## src/rtl/word_byte_pkg.sv

```systemverilog
// Shared types, widths and the low/high byte split for the word-to-byte scheduler.
package word_byte_pkg;

  localparam int WORD_W = 16;
  localparam int BYTE_W = 8;

  typedef enum logic [1:0] {
    IDLE  = 2'd0,
    BYTE0 = 2'd1,
    BYTE1 = 2'd2
  } state_t;

  // Low byte is bits 7:0 and high byte is bits 15:8. The first beat takes the
  // low byte when low_first=1, and the second beat takes the other byte.
  function automatic logic [BYTE_W-1:0] byte_sel(
    input logic [WORD_W-1:0] word,
    input logic              low_first,
    input logic              second
  );
    return (low_first ^ second) ? word[BYTE_W-1:0] : word[WORD_W-1:BYTE_W];
  endfunction

endpackage

```

## src/rtl/rr_arb2.sv

```systemverilog
// Two-input round-robin arbiter. The last_grant register changes only when a
// grant is actually taken.
module rr_arb2
  import word_byte_pkg::*;
(
  input  logic       clk,
  input  logic       rst,
  input  logic [1:0] req,
  input  logic       advance,
  output logic [1:0] grant
);

  logic r_last_grant;

  // On a tie, the requester that did not win last time gets the grant.
  always_comb begin
    grant = req;
    if (req == 2'b11) begin
      grant = r_last_grant ? 2'b01 : 2'b10;
    end
  end

  always_ff @(posedge clk) begin
    if (rst) begin
      r_last_grant <= 1'b1;
    end else if (advance) begin
      r_last_grant <= grant[1];
    end
  end

endmodule

```

## src/rtl/word_byte_sched.sv

```systemverilog
// Two-requester scheduler. It accepts 16-bit words by round-robin and sends
// each one on the 8-bit bus as two beats.
module word_byte_sched
  import word_byte_pkg::*;
#(
  parameter bit LOW_FIRST = 1'b1
) (
  input  logic              clk,
  input  logic              rst,
  input  logic              req0_valid,
  input  logic [WORD_W-1:0] req0_data,
  output logic              req0_ready,
  input  logic              req1_valid,
  input  logic [WORD_W-1:0] req1_data,
  output logic              req1_ready,
  output logic              byte_valid,
  output logic [BYTE_W-1:0] byte_data,
  output logic              byte_last,
  output logic              byte_src,
  input  logic              byte_ready
);

  state_t            r_state;
  state_t            w_state_next;
  logic [WORD_W-1:0] r_hold;
  logic              r_src;
  logic [1:0]        w_grant;
  logic              w_window;
  logic              w_accept;
  logic              w_accept_src;

  rr_arb2 u_arb (
    .clk     (clk),
    .rst     (rst),
    .req     ({req1_valid, req0_valid}),
    .advance (w_accept),
    .grant   (w_grant)
  );

  // A new word can be taken in BYTE1 when its last beat leaves in the same cycle.
  assign w_window     = !rst && ((r_state == IDLE) || ((r_state == BYTE1) && byte_ready));
  assign req0_ready   = w_window & w_grant[0];
  assign req1_ready   = w_window & w_grant[1];
  assign w_accept     = (req0_valid & req0_ready) | (req1_valid & req1_ready);
  assign w_accept_src = req1_valid & req1_ready;

  always_comb begin
    w_state_next = r_state;
    byte_valid   = 1'b0;
    byte_last    = 1'b0;
    byte_data    = '0;
    byte_src     = 1'b0;
    unique case (r_state)
      IDLE: begin
        if (w_accept) w_state_next = BYTE0;
      end
      BYTE0: begin
        byte_valid = 1'b1;
        byte_data  = byte_sel(r_hold, LOW_FIRST, 1'b0);
        if (byte_ready) w_state_next = BYTE1;
      end
      BYTE1: begin
        byte_valid = 1'b1;
        byte_last  = 1'b1;
        byte_data  = byte_sel(r_hold, LOW_FIRST, 1'b1);
        if (byte_ready) w_state_next = w_accept ? BYTE0 : IDLE;
      end
      default: w_state_next = IDLE;
    endcase
    if (!rst) begin
      byte_src = r_src;
    end else begin
      // Outputs read as their reset values for the whole reset cycle.
      byte_valid = 1'b0;
      byte_last  = 1'b0;
      byte_data  = '0;
    end
  end

  always_ff @(posedge clk) begin
    if (rst) begin
      r_state <= IDLE;
      r_hold  <= '0;
      r_src   <= 1'b0;
    end else begin
      r_state <= w_state_next;
      if (w_accept) begin
        r_hold <= w_accept_src ? req1_data : req0_data;
        r_src  <= w_accept_src;
      end
    end
  end

endmodule

```

## config.mk

```make
export PLATFORM = sky130hd
export DESIGN_NAME = word_byte_sched
export DESIGN_NICKNAME = d
export VERILOG_FILES = /design/src/rtl/word_byte_pkg.sv /design/src/rtl/rr_arb2.sv /design/src/rtl/word_byte_sched.sv
export SDC_FILE = /design/constraint.sdc
export NUM_CORES = 1
export LEC_CHECK = 0
export ABC_AREA = 1
export CAP_MARGIN = 40
export CORE_MARGIN = 2
export CORE_UTILIZATION = 39
export CTS_BUF_LIST = sky130_fd_sc_hd__clkbuf_8
export CTS_CLUSTER_DIAMETER = 50
export DETAILED_ROUTE_END_ITERATION = 6
export PLACE_DENSITY = 0.78
export SYNTH_ARGS = -nofsm -noshare
export SYNTH_HDL_FRONTEND = slang
export SYNTH_HIERARCHICAL = 1
export SYNTH_SLANG_ARGS = --single-unit
export TNS_END_PERCENT = 100
```

## constraint.sdc

```tcl
create_clock -name clk -period 1.5 [get_ports clk]
set_input_delay 0.15 -clock clk [delete_from_list [all_inputs] [get_ports clk]]
set_output_delay 0.15 -clock clk [all_outputs]
set_load 0.05 [all_outputs]
```

==> flow_summary.toml <==
[global_routing]
use_met2_pct = 57.8
grt_overflow = 0
antenna_found_initial = 0
grt-busiest-layer = "met2"
use_met3_pct = 5.27
met1_usage_pct = 37.1
grt_pass1_vias = 1682
grt_pass1_wl_um = 8160
grt_max_degree = 18
grt_usage_pct = 31.7

[placed_design]
hpwl_um = 2800
routabilityCongestion = 0.810
dpl-instance-area_um2 = 1990
io_buffers = 49

[routing]
routed_wl_um = 6220
ant_nets = 0
viasPerCell = 6.09
drt_iter0_drc = 145
wl_per_cell_um = 22.2
dr.pass1.iters = 7
vias = 1705
drc = 1

[finish]
drive_above_1_share_pct = 42.6
diodes = 0
fin_area_um2 = 2570
fillers = 102
syn2layout_area_growth_pct = 120
nets = 292

[power_and_ir_drop]
peakVddDrop_mv = 0.817
switching_share_pct = 41.8
p_total_mw = 3.21
p_leak_nw = 1.01
pwr-share-comb_pct = 64.5
seq_power_share_pct = 22.5
power_switching_mw = 1.34
internal-power_mw = 1.87
pwr-share-clk_pct = 13.0
power-per-cell-area_nw_per_um2 = 1250

[hold_path]
hold_end = "r_hold[8]"
hold_class = "primary input to flip-flop"
hold_path_depth = 3
min_from = "req0_data[8]"

[sta]
worstMarginPinSlew_ps = 307
finalHoldViolations = 0
fmax_mhz = 583
rsz0062_at_grt = "true"
finalWorstSetupSlack_ps = -215
clock_skew_ps = 2.39
drv_slew = 0
slew_headroom_pct = 79.5
post-route-period-util_pct = 114
finalCriticalPeriod_ps = 1720
holdWs_ps = 458
timing.setup.tns_ps = -4560
setup_violations = 31

[synth]
netlist_top_cells_count = "nand2_1 (44), dfxtp_1 (20), nand3_1 (19)"
yosysWarnings = 6
synth_edf_count = 0
synthArstFlopShare_pct = 0
synthCells = 167
synthTopCellsByArea = "dfxtp_1 (34%), nand2_1 (14%), a31oi_1 (8.6%)"
yosysTopAreaCellShare_pct = 34.3
ys_types = 23
synth.most_common_cell = "nand2_1"
synth.avg_cell_area_um2 = 6.99
ys_seq_area_share_pct = 34.3
synth_area_um2 = 1170
synth_seq_cells = 20
ys.flop_type = "dfxtp_1"
post-synth-top-area-cell = "dfxtp_1"
syn-num-nets = 209

[floorplanning]
core-area_um2 = 2810
die_w_um = 58.7
dieArea_um2 = 3450
rows = 19
num_io_pins = 50
die-height_um = 58.7
initial_utilization_pct = 41.6

[setup_path]
crit-reg2reg-launch = "r_state[1]"
start_kind = "flip-flop"
critPathKind = "flip-flop to output port"
r2r_end = "r_hold[6]"
r2r_setup_slack_ps = -210
reg2reg_depth = 10
endpoint_kind = "output port"
worstPathMaxFanout = 11
required_ps = 1350
crit_arrival_ps = 1570
cp-startpoint = "r_state[1]"

[outcome]
outcome = "complete, but fails checks"
violations = "DRC, setup timing"

[clock_tree]
cts_made_buffers = 3
clk_path_buf_depth = 2
htreeDepth = 1
cts_hold_buf = 0
cts.root.buffer_cell = "clkbuf_8"
clock_latency_ps = 260
path_clk_slew_ps = 80
cts.sinks = 20
cts_tree = "built"

[run]
drv_cap = 0
==> per-stage QoR <==
step	util (%)	std cells	setup slack, ps
2_1_floorplan	-	167	-83.0
3_3_place_gp	71.0	256	-149
3_5_place_dp	71.0	256	-264
4_1_cts	86.2	274	-137
5_1_grt	91.7	280	-247
6_report	91.7	280	-215
==> flip-flops by register name, indices dropped and copies added, names as in the netlist <==
signal / flops
r_hold: 16
u_arb/r_last_grant: 1
r_state: 2
r_src: 1
==> power by group through the flow <==
| stage | Sequential, mW | Clock [mW] | Combinational (mW) |
|---|---|---|---|
| 2_1_floorplan | 0.687 | 0 | 0.645 |
| 3_3_place_gp | 0.690 | 0 | 1.15 |
| 3_5_place_dp | 0.694 | 0 | 1.20 |
| 4_1_cts | 0.694 | 0.409 | 1.73 |
| 5_1_grt | 0.721 | 0.437 | 2.14 |
| 6_report | 0.720 | 0.418 | 2.07 |
==> cells in the final DEF (no fill, tap or decap), types with 3 or more instances in the layout <==
master	netlist	routed
nand2_1	44	36
clkdlybuf4s50_1	0	36
buf_4	1	22
buf_12	0	18
dfxtp_1	20	18
nand3_1	19	17
a31oi_1	16	13
buf_6	3	9
a21oi_4	0	8
nand2_4	0	7
inv_1	11	7
o21ai_2	0	7
inv_2	1	4
o21ai_1	13	4
nand2_2	3	4
clkbuf_8	0	4
o21ai_0	3	3
ha_4	0	3
==> what timing repair did <==
action	in CTS	in global routing
gates resized for setup	46	25
endpoints found under the setup margin	29	31
pin swaps	9	6
gates cloned	3	1
setup buffers	12	6
==> worst max-delay path, stage by stage, from the launching register on <==
cell and delay (ps):
dfxtp_2 360, buf_6 110, ha_4 140, buf_4 200, nand2_1 160, a21oi_4 190
buf_12 150
==> worst max-delay path by stage <==
stage | endpoint | slack [ps] | cells after the start
2_1_floorplan | byte_data[0] | -80 | 5
3_3_place_gp | r_state[0] | -150 | 8
3_5_place_dp | r_state[0] | -260 | 9
4_1_cts | req1_ready | -140 | 9
5_1_grt | r_hold[9] | -250 | 10
6_report | byte_data[2] | -220 | 6
==> routing by layer <==
metal / vias up / part of all wire (%)
li1: 733 / -
met1: 808 / 36
met2: 136 / 52
met3: 28 / 7.6
met4: 0 / 4.4
met5: - / 0
==> logic make-up after synthesis <==
group / share of synthesized area, %
AND/OR/NAND/NOR: 29.0
flip-flops: 34.3
adder cells (fa/ha/maj): 5.36
AO/OA/AOI/OAI: 21.4
buffers and inverters: 9.86
==> area by class of cell <==
cell class                      count  area [µm²]  share of cell area (%)
Multi-Input combinational cell    125         973                    37.8
Tap cell                           31        38.8                    1.51
Clock buffer                        4        55.1                    2.14
Timing Repair Buffer               88        1050                    41.0
Sequential cell                    20         403                    15.7
Inverter                           12        47.5                    1.85
(Power assumes the default switching activity.)
==> variant 1, RTL diff (config.mk and constraints unchanged) <==
Re-encode `state_t` (3 states) as one-hot, 3 bits wide.
--- a/src/rtl/word_byte_pkg.sv
+++ b/src/rtl/word_byte_pkg.sv
@@ -4,10 +4,10 @@
   localparam int WORD_W = 16;
   localparam int BYTE_W = 8;
 
-  typedef enum logic [1:0] {
-    IDLE  = 2'd0,
-    BYTE0 = 2'd1,
-    BYTE1 = 2'd2
+  typedef enum logic [2:0] {
+    IDLE  = 3'b001,
+    BYTE0 = 3'b010,
+    BYTE1 = 3'b100
   } state_t;
 
   // Low byte is bits 7:0 and high byte is bits 15:8. The first beat takes the
Formal check against the unedited RTL: no difference found for any inputs over 10 cycles, from zero or initial values and one cycle with rst high; not proved beyond that.
==> variant 1 against the unedited design <==
- the flow finishes with violations (negative setup slack)
- sequential cell count up 1
- global-route usage decreased by 10 points
- die area is 8.3% higher
- count of clock-buffer cells in the layout fell by 1
- synthesized area grew 8.9%
- worst setup slack improved by 0.18 ns
- wire length decreased by 43%
- final area is 14% lower
- register-to-register slack better by 0.25 ns
- highest routed layer unchanged
Power is not compared: it rests on default switching activity, and its combinational part moved more than twofold at a synthesized area within 25%.
==> variant 1: results (changes against the unedited design) <==
[run_status]
status=finished, violations left
violations=negative setup slack

[worst_setup_path]
cpLargestDelayFamily=flip-flops
cp_slowest_stage_delay_ns=0.38  ; +0.02 ns
cp_max_fo=6  ; -5
worstSetupStartpoint=r_state[2]$_SDFFE_PP0P_
regToRegSetupSlack_ns=0.04  ; +0.25 ns

[placement]
place_area_sq_um=2020  ; +1.6%
dp_slack_ns=-0.173  ; +0.0904 ns
dp.cells=303  ; +18%

[synth]
ys_top_cells_by_count=nor2_1 (56), nand2_1 (45), inv_1 (29), dfxtp_1 (21), o21ai_0 (12)
netlist_top_cells_area=dfxtp_1 (33%), nor2_1 (17%), nand2_1 (13%)

[cells_and_area]
nFillCells=257  ; +150%
drive_above_1_share_pct=26.0  ; -17 points

[drt]
wl_per_cell_microns=11.4  ; -49%
drt-pass1-iter-count=5  ; -2
wl_met1_mm=1.39  ; -38%
avgViaCountPerCell=4.75  ; -22%
dr_wl_met2_mm=1.88  ; -42%
num_vias=1487  ; -13%

[grt]
grt_pass1_vias=1398  ; -17%
grt_start_max_net_pins=25  ; +7

[timing]
setup_viol=9  ; -71%
tightest_slew_ns=0.245  ; -0.0624 ns
setup_slack_ns=-0.0309  ; +0.184 ns

## variant 1: worst min path at each step
stage / to / slack (ns)
final: u_arb/r_last_grant$_SDFFE_PP1P_ / 0.50
after global routing: u_arb/r_last_grant$_SDFFE_PP1P_ / 0.55
after CTS: r_hold[2]$_SDFFE_PP0P_ / 0.50
after detailed placement: r_hold[2]$_SDFFE_PP0P_ / 0.48
after global placement: u_arb/r_last_grant$_SDFFE_PP1P_ / 0.47
after floorplan: u_arb/r_last_grant$_SDFFE_PP1P_ / 0.24
## variant 1: timing repair
| action | 4_1_cts | 5_1_grt |
|---|---|---|
| hold buffers | 0 | 0 |
| gates cloned | 2 | 0 |
| setup endpoints to repair | 12 | 29 |
| pin swaps | 3 | 9 |
| setup buffers | 4 | 0 |
| gates resized for setup | 21 | 16 |
## variant 1: area by class of cell
| cell class | count | area (sq um) | share of cell area (%) |
|---|---|---|---|
| timing repair buffer | 70 | 811 | 36.9 |
| multi-input combinational | 144 | 746 | 33.9 |
| sequential | 21 | 429 | 19.5 |
| inverter | 30 | 113 | 5.12 |
| tap | 44 | 55.1 | 2.50 |
| clock buffer | 3 | 41.3 | 1.88 |
| clock inverter | 1 | 5.00 | 0.228 |
## variant 1: report_power, final
part           switching, mW  total, mW  internal, mW  leakage [nW]
Sequential            0.0345      0.638         0.603         0.173
Combinational          0.195      0.403         0.208         0.913
Clock                  0.188      0.374         0.185        0.0255
Total                  0.417       1.41         0.997          1.11
## variant 1: logic make-up (layout without fill, tap and decap cells)
kind of cell / count (synthesis) / in the layout / share of synthesized area [%]
flip-flops: 21 / 21 / 33.1
AND/OR/NAND/NOR: 113 / 114 / 36.9
AO/OA/AOI/OAI: 30 / 30 / 15.2
buffers and inverters: 40 / 104 / 14.9
==> variant 2, RTL diff (same settings) <==
Made on the original files. Reset style: asynchronous (`rst`), changed in 2 clocked blocks.
--- a/src/rtl/rr_arb2.sv
+++ b/src/rtl/rr_arb2.sv
@@ -20,7 +20,7 @@
     end
   end
 
-  always_ff @(posedge clk) begin
+  always_ff @(posedge clk or posedge rst) begin
     if (rst) begin
       r_last_grant <= 1'b1;
     end else if (advance) begin
--- a/src/rtl/word_byte_sched.sv
+++ b/src/rtl/word_byte_sched.sv
@@ -77,7 +77,7 @@
     end
   end
 
-  always_ff @(posedge clk) begin
+  always_ff @(posedge clk or posedge rst) begin
     if (rst) begin
       r_state <= IDLE;
       r_hold  <= '0;
Formal check against the unedited RTL: no difference found for any inputs over 10 cycles, from zero or initial values and one cycle with rst high; that may be too few to reach the edited logic, so the function may still have changed.
==> variant 2 against the unedited design <==
- the flow finishes with violations (negative setup slack)
- power up 39%
- wire length down 6.9%
- synthesized cell count down 3.6%
- final area up 1.6%
- worst setup slack worse by 0.089 ns
- sequential cell count unchanged
- clock power up 3%
- hold slack worse by 0.084 ns
- synthesized area up 8.4%
- register-to-register slack worse by 0.09 ns
- largest cell class is now multi-input gates
==> variant 2: results (changes against the unedited design) <==
[run_status]
status=finished, violations left
violations=negative setup slack

[synth]
syn_nets=203  ; -2.9%
netlist_top_cells_area=dfrtp_1 (38%), a21oi_1 (8.7%), nand2_1 (7.7%)
synth_cells=161  ; -3.6%
synth_cell_type_count=24  ; +4.3%
ys.flop_type=dfrtp_1
ys_top_cells_by_count=nand2_1 (26), a21oi_1 (22), dfrtp_1 (19), nand3_1 (19), nor2_1 (19)

[drt]
drt-pass1-iter-count=4  ; -3
route.met3.wl_microns=471  ; -0.84%
routed_wl_mm=5.79  ; -6.9%
avgViaCountPerCell=5.69  ; -6.6%
wl_per_cell_microns=20.5  ; -7.9%

[worst_hold_path]
hold_path.class=primary input to asynchronous set/reset pin

[grt]
grt_usage_pct=26.5  ; -5.2 points
grt_pass1_vias=1571  ; -6.6%
gr-usage-met2_pct=45.2  ; -13 points
grt_start_max_net_pins=21  ; +3
grt.met1_usage_pct=31.4  ; -5.7 points
grt_pass1_wl_mm=7.21  ; -12%

[timing]
skew_ns=0.00975  ; +0.00736 ns
whs_ns=0.374  ; -0.0837 ns
setup_viol=32  ; +3.2%
finalSetupTns_ns=-6.64  ; -2.08 ns
setup_slack_ns=-0.304  ; -0.0890 ns

[cells_and_area]
n_all_buffers=79  ; -10%
ff_latch_area_sq_um=502  ; +25%
clock_area_share_pct=2.11  ; -0.034 points
finish.net_count=282  ; -3.4%
drive_above_1_share_pct=45.6  ; +3.0 points
nFillCells=152  ; +49%
fin_util_pct=84.9  ; -6.8 points
multi_input_gates=123  ; -1.6%
inverters=13  ; +1
area_share_nonclk_buffers_pct=36.2  ; -4.8 points

[clock_tree]
clock_path_buffers=2  ; unchanged

[pwr]
power_frac_seq_pct=22.9  ; +0.4 points
ir_worst_vdd_mv=1.03  ; +26%
p_switching_mw=2.05  ; +53%
p_leak_nw=1.06  ; +5.1%
swShare_pct=46.2  ; +4.4 points

[placement]
hpwl_mm=2.87  ; +2.7%
dp.cells=263  ; +2.7%
place_area_sq_um=2120  ; +6.5%
dp_slack_ns=-0.260  ; +0.00345 ns

[worst_setup_path]
setup.worst_path.end=r_hold[0]$_DFFE_PP0P_
cp_slowest_stage_delay_ns=0.42  ; +0.06 ns
crit_type=flip-flop to flip-flop
critPathArrivalTime_ns=1.99  ; +0.42 ns
cp_max_fo=8  ; -3
worstSetupStartpoint=r_state[1]$_DFFE_PP0P_

[floorplanning]
die_x_microns=61.0  ; +3.8%

[variant 2: critical path, delay by kind of cell (launching register included)]
| family | cells | cell delay, ns |
|---|---|---|
| buffers and inverters | 4 | 0.61 |
| AO/OA/AOI/OAI | 2 | 0.29 |
| AND/OR/NAND/NOR | 3 | 0.23 |
| flip-flops | 1 | 0.42 |
| adder cells (fa/ha/maj) | 1 | 0.18 |
[variant 2: cell families after synthesis]
logic type               share of synthesized area, %
AO/OA/AOI/OAI                                    18.7
flip-flops                                       39.7
AND/OR/NAND/NOR                                  29.0
buffers and inverters                            7.71
adder cells (fa/ha/maj)                          4.95
[variant 2: repair_timing]
action / 4_1_cts / 5_1_grt
pin swaps: 12 / 19
endpoints found under the setup margin: 32 / 32
cloned: 1 / 3
gates resized for setup: 40 / 43
setup buffers: 8 / 6
